`src/rtl/regfile_writer.sv`:
```
// regfile_writer
//   Fills an 8-entry register file from a valid/ready source stream, then
//   holds it as Full until the reader releases it.
//
//   Parameters
//     DATA_W      width of InData / WriteData
//
//   Ports
//     clk         single clock, rising edge
//     reset       synchronous active-high reset
//     Load        request to start a fill (honoured only while idle)
//     InValid     source presents a word
//     InData      source word
//     InReady     block accepts a word this cycle (combinational, FILL only)
//     WriteEn     register-file write strobe (one cycle after each transfer)
//     WriteReg    register-file write address
//     WriteData   register-file write data
//     Full        all 8 entries written, contents readable
//     Release     reader is done with the contents (honoured only while full)
//     StallCount  (only with REGFILE_WRITER_STALL_CNT_EN) saturating count of
//                 FILL cycles without InValid since the fill started
//
//   Optional feature macro: REGFILE_WRITER_STALL_CNT_EN
module regfile_writer #(
    parameter int DATA_W = 8
) (
    input  logic              clk,
    input  logic              reset,
    input  logic              Load,
    input  logic              InValid,
    input  logic [DATA_W-1:0] InData,
    output logic              InReady,
    output logic              WriteEn,
    output logic [2:0]        WriteReg,
    output logic [DATA_W-1:0] WriteData,
    output logic              Full,
    input  logic              Release
`ifdef REGFILE_WRITER_STALL_CNT_EN
    ,
    output logic [7:0]        StallCount
`endif
);

    localparam logic [1:0] IDLE = 2'd0;
    localparam logic [1:0] FILL = 2'd1;
    localparam logic [1:0] FULL = 2'd2;

    logic [1:0]        state;
    logic [2:0]        wptr;
    logic              xfer;
    logic              vld_p1;
    logic [2:0]        addr_p1;
    logic [DATA_W-1:0] data_p1;

    assign InReady = (state == FILL);
    assign xfer    = InReady & InValid;

    // Stage p0 -> p1: accepted word becomes the registered write
    always_ff @(posedge clk) begin
        if (reset) begin
            vld_p1  <= 1'b0;
            addr_p1 <= 3'd0;
            data_p1 <= '0;
        end else begin
            vld_p1 <= xfer;
            if (xfer) begin
                addr_p1 <= wptr;
                data_p1 <= InData;
            end
        end
    end

    // Control: fill sequencing and write pointer
    always_ff @(posedge clk) begin
        if (reset) begin
            state <= IDLE;
            wptr  <= 3'd0;
        end else begin
            case (state)
                IDLE: begin
                    if (Load) begin
                        state <= FILL;
                        wptr  <= 3'd0;
                    end
                end
                FILL: begin
                    if (xfer) begin
                        // Pointer wraps 7 -> 0 naturally on the last entry.
                        wptr <= wptr + 3'd1;
                        if (wptr == 3'd7) begin
                            state <= FULL;
                        end
                    end
                end
                FULL: begin
                    // A simultaneous Load is dropped; the reader must see IDLE first.
                    if (Release) begin
                        state <= IDLE;
                    end
                end
                default: state <= IDLE;
            endcase
        end
    end

    assign WriteEn   = vld_p1;
    assign WriteReg  = addr_p1;
    assign WriteData = data_p1;
    assign Full      = (state == FULL);

`ifdef REGFILE_WRITER_STALL_CNT_EN
    function automatic logic [7:0] sat_inc(input logic [7:0] v);
        return (v == 8'hFF) ? v : v + 8'd1;
    endfunction

    logic [7:0] stall_cnt;

    always_ff @(posedge clk) begin
        if (reset) begin
            stall_cnt <= 8'd0;
        end else if (state == IDLE && Load) begin
            stall_cnt <= 8'd0;
        end else if (state == FILL && !InValid) begin
            stall_cnt <= sat_inc(stall_cnt);
        end
    end

    assign StallCount = stall_cnt;
`endif

endmodule

```
`config.mk`:
```
export PLATFORM = sky130hd
export DESIGN_NAME = regfile_writer
export DESIGN_NICKNAME = d
export VERILOG_FILES = /design/src/rtl/regfile_writer.sv
export SDC_FILE = /design/constraint.sdc
export NUM_CORES = 1
export LEC_CHECK = 0
export BUFFER_PORTS_ARGS = -buffer_cell sky130_fd_sc_hd__buf_2
export CAP_MARGIN = 20
export CORE_MARGIN = 2
export CORE_UTILIZATION = 30
export CTS_CLUSTER_SIZE = 20
export DETAILED_ROUTE_END_ITERATION = 16
export GPL_ROUTABILITY_DRIVEN = 0
export PLACE_DENSITY_LB_ADDON = 0.1
export REMOVE_ABC_BUFFERS = 1
export SKIP_LAST_GASP = 1
export SYNTH_ARGS = -nofsm -noshare
export SYNTH_HDL_FRONTEND = slang
export SYNTH_SLANG_ARGS = --single-unit
```
`constraint.sdc`:
```
create_clock -name clk -period 1.46 [get_ports clk]
set_clock_uncertainty 0.1 [all_clocks]
set_input_delay 0.365 -clock clk [delete_from_list [all_inputs] [get_ports clk]]
set_output_delay 0.365 -clock clk [all_outputs]
set_load 0.005 [all_outputs]
```
* Word-level counts from Yosys, hierarchy flattened
Cells that the tools add are included.
** Operators by class
- Bitwise gates (word level) :: 1
- Equality and inequality tests :: 7
- Divide/modulo/power cells :: 0
- Magnitude comparators :: 0
- $add $sub $neg :: 1
- Muxes and demuxes :: 8
- Multipliers :: 0
- Shifts and indexed selects :: 0
- Reduce and logical (&&, ||, !) cells :: 4
** Operator list (number)
- $mux 2 :: 4
- $mux 3 :: 2
- $ne 2x1->1 const B :: 3
- $pmux 2 s3 :: 1
- $pmux 3 s2 :: 1
- $reduce_and 4->1 :: 1
- $add 3x1->3 const B :: 1
- $eq 3x3->1 const B :: 1
- $reduce_and 3->1 :: 1
- $eq 2x1->1 const B :: 1
- $eq 2x2->1 const B :: 1
- $logic_not 2->1 :: 1
- $ne 2x2->1 const B :: 1
- $reduce_bool 2->1 :: 1
- $and 1x1->1 :: 1
** Word-level totals
- Bits in writable memories :: 0
- Bits in latches :: 0
- Input bits :: 13
- Register bits :: 17
- Memories :: 0
- ROM bits :: 0
- Output and inout bits :: 14

* Depth between registers and ports, before layout
- Word-level depth :: 4
- Gate-level depth with buffers :: 6
- Depth with buffers taken out :: 4

* Worst setup path before layout
No wires, ideal clock.
- Kind :: reg-to-reg
- Start point :: register state[0]
- End point :: register data_p1[2], in the netlist WriteData[2]
- Period minus slack after synthesis :: 1.162 ns
- Arrival time :: 0.938 ns
- Stages on the path, launching flop included :: 7
- Setup slack :: 0.298 ns
- Cell sequence :: dfxtp_1 > buf_4 > and3b_1 > buf_6 > buf_12 > nand2_1 > a21oi_2
** On the way
- Word-level cells in the longest chain between the ends :: 2
** Ends and longest elaborated chain
- start, declared :: line 48 : logic [1:0] state;
- start signal, assigned :: line 76 : state <= IDLE;
- start signal, assigned :: line 82 : state <= FILL;
- start signal, assigned :: line 91 : state <= FULL;
- $eq 2x1->1 :: line 55 : assign InReady = (state == FILL);
- $and 1x1->1 :: line 56 : assign xfer = InReady & InValid;
- end signal, assigned :: line 68 : data_p1 <= InData;
- end, declared :: line 53 : logic [DATA_W-1:0] data_p1;
No other way between the ends.
A chain may end at the register's enable or synchronous reset.

* Final worst setup path
- Start point :: register state[0]
- End point :: output Full
** On the way
- Word-level cells in the longest chain between the ends :: 1
** Ends and longest elaborated chain
- $eq 2x2->1 :: line 109 : assign Full = (state == FULL);
- end, declared :: line 36 : output logic Full,
No other way between the ends.

==> results.toml <==
[cells_and_area]
fin_cells = 137
utilization_pct = 41.1
register_area_um2 = 348
final_nets = 125
syn_to_final_growth_pct = 26.7
drive_above_1_share_pct = 49.5
multi_input_area_um2 = 335
antennaDiodeCount = 0
nFillCells = 248

[status]
status = "finished, final reports clean"

[setup_path]
cp_top_family = "flip-flops"
max_stage_delay_ns = 0.36
worst_ep_required_time_ns = 1.00
critPathBufInv = 1
slowest_stage = "dfxtp_4"
cp_max_fo = 4
endpoint_kind = "output pin"
cp.arrival_ns = 0.97
crit_path_start_kind = "register"
critPathKind = "reg2out"
crit_chain = "and2b_2 > buf_6"

[sta]
min_period_over_period_pct = 98.4
hold_viol_final = 0
fin_crit_ns = 1.44
rsz0062_at_grt = "true"
clock.fmax_ghz = 0.696
finalSetupViolCount = 0
hold_ws_ns = 0.210
fin_tns_setup_ns = 0
report.final.slew_viol_count = 0
tightestPinTransition_ns = 0.294
slew_headroom_pct = 80.4

[global_routing]
track_usage_pct = 11.5
grt_pass1_vias = 543
grt_max_degree = 13
antenna_found_initial = 0
grt_overflow_total = 0
grt_pass1_wl_mm = 2.32

[die]
rows = 17
die_h_um = 53.4
fp.coreArea_mm2 = 0.00225
io_pins = 27
dieArea_mm2 = 0.00285
start_util_pct = 32.5
die_w_um = 53.4

[yosys]
synth_area_per_cell_um2 = 9.27
yosysWarnings = 0
seq_area_frac_synth_pct = 46.5
synth.cell_area_um2 = 732
ys_ff_latch = 17
yosysUniqueCellTypes = 20
synth_cells = 79

[routing]
drc = 0
drt-wirelength-per-cell_um = 10.8
wirelength_mm = 1.48
drtPass1Iterations = 3
post_drt_via_cell_ratio = 4.55
ant_nets = 0
vias = 623
drtIter0Drc = 7

[placed_design]
dp_cells = 131
hpwl_mm = 1.05
io_buffers = 26

[cts]
cts_buffer_depth = 2
clk_pin_slew_ns = 0.10
cts_root_buf = "clkbuf_4"
cts.sinks = 17
htreeDepth = 1
cts_inserted_buffers = 3
ctsHoldBuffers = 0
clkLatencyLatePin_ns = 0.28
cts_tree = "built"

[power]
finalPower_mw = 0.827
powerDensity_mw_per_mm2 = 892
p_leak_nw = 0.406
peakVddDrop_mv = 0.343

[flow_run]
maxCapViolations = 0

[hold_path]
hp-class = "in2reg"
==> kinds of logic after synthesis <==
kind of cell / Yosys count / synth area share, %
buffers and inverters: 6 / 7.69
flip-flops: 17 / 46.5
AO/OA/AOI/OAI: 19 / 18.6
adder cells (fa/ha/maj): 2 / 3.42
AND/OR/NAND/NOR: 34 / 22.4
multiplexers: 1 / 1.37
==> state kept, by name (all words and copies together) (netlist names) <==
| signal | cells |
|---|---|
| wptr | 3 |
| state | 2 |
| WriteReg | 3 |
| WriteData | 8 |
| WriteEn | 1 |
==> metal layers <==
layer	global-route usage, %	wire, µm
met4	6.41	13
met2	18.3	686
met3	2.82	90
met1	14.0	684
met5	0	0
==> where the power goes <==
group	internal, mW	total (mW)	switching (mW)
clock network	0.102	0.244	0.143
registers	0.476	0.485	0.00860
logic	0.0469	0.0983	0.0514
total	0.625	0.827	0.203
==> layout make-up <==
cell class | count | area share [%]
Multi-Input combinational cell | 56 | 36.2
Tap cell | 28 | 3.78
Timing Repair Buffer | 32 | 19.6
Clock buffer | 3 | 2.43
Clock inverter | 1 | 0.540
Sequential cell | 17 | 37.5
==> per-stage QoR <==
stage | worst slack (ns) | area (µm²)
6_report | 0.0232 | 927
3_5_place_dp | 0.202 | 871
4_1_cts | -0.00626 | 921
5_1_grt | -0.0305 | 927
2_1_floorplan | 0.179 | 676
3_3_place_gp | 0.204 | 871
==> tightest hold or removal path, stage by stage <==
cell,delay (ns)
buf_2,0.10
nand2_2,0.05
a21oi_2,0.04
==> synthesized netlist by cell type (all sizes together) <==
cell	n	share of area [%]
a211oi	1	1.0
a21oi	14	15
a31oi	1	0.86
and2b	2	2.4
and3b	1	1.2
buf	6	7.7
dfxtp	17	46
ha	2	3.4
mux2i	1	1.4
nand2	24	14
nand2b	1	0.86
nand3b	1	1.0
nand4b	1	1.2
nor2	4	2.1
o21ai	3	2.1
==> cells in the final DEF, fill, tap and decap left out, drive strengths merged, types with 2 or more instances in the layout <==
cell type	count
a21oi	14
nand2	24
and2b	2
nor2	4
o21ai	3
ha	2
dfxtp	17
clkbuf	3
buf	32
==> worst paths after layout <==
kind,startpoint,cells after the start,endpoint,slack [ns]
worst max register to register,state[1],5,WriteData[1],0.18
worst min-delay path,InData[6],3,WriteData[6],0.21
worst max-delay path,state[0],2,Full,0.02
worst min register to register,WriteData[1],2,WriteData[1],0.36
==> timing repair <==
action	in CTS	in global routing
endpoints found under the setup margin	2	2
setup buffers	2	0
gates resized for setup	4	1
endpoints found under the hold margin	0	0
Note: power is estimated with default switching activity, not from simulation.
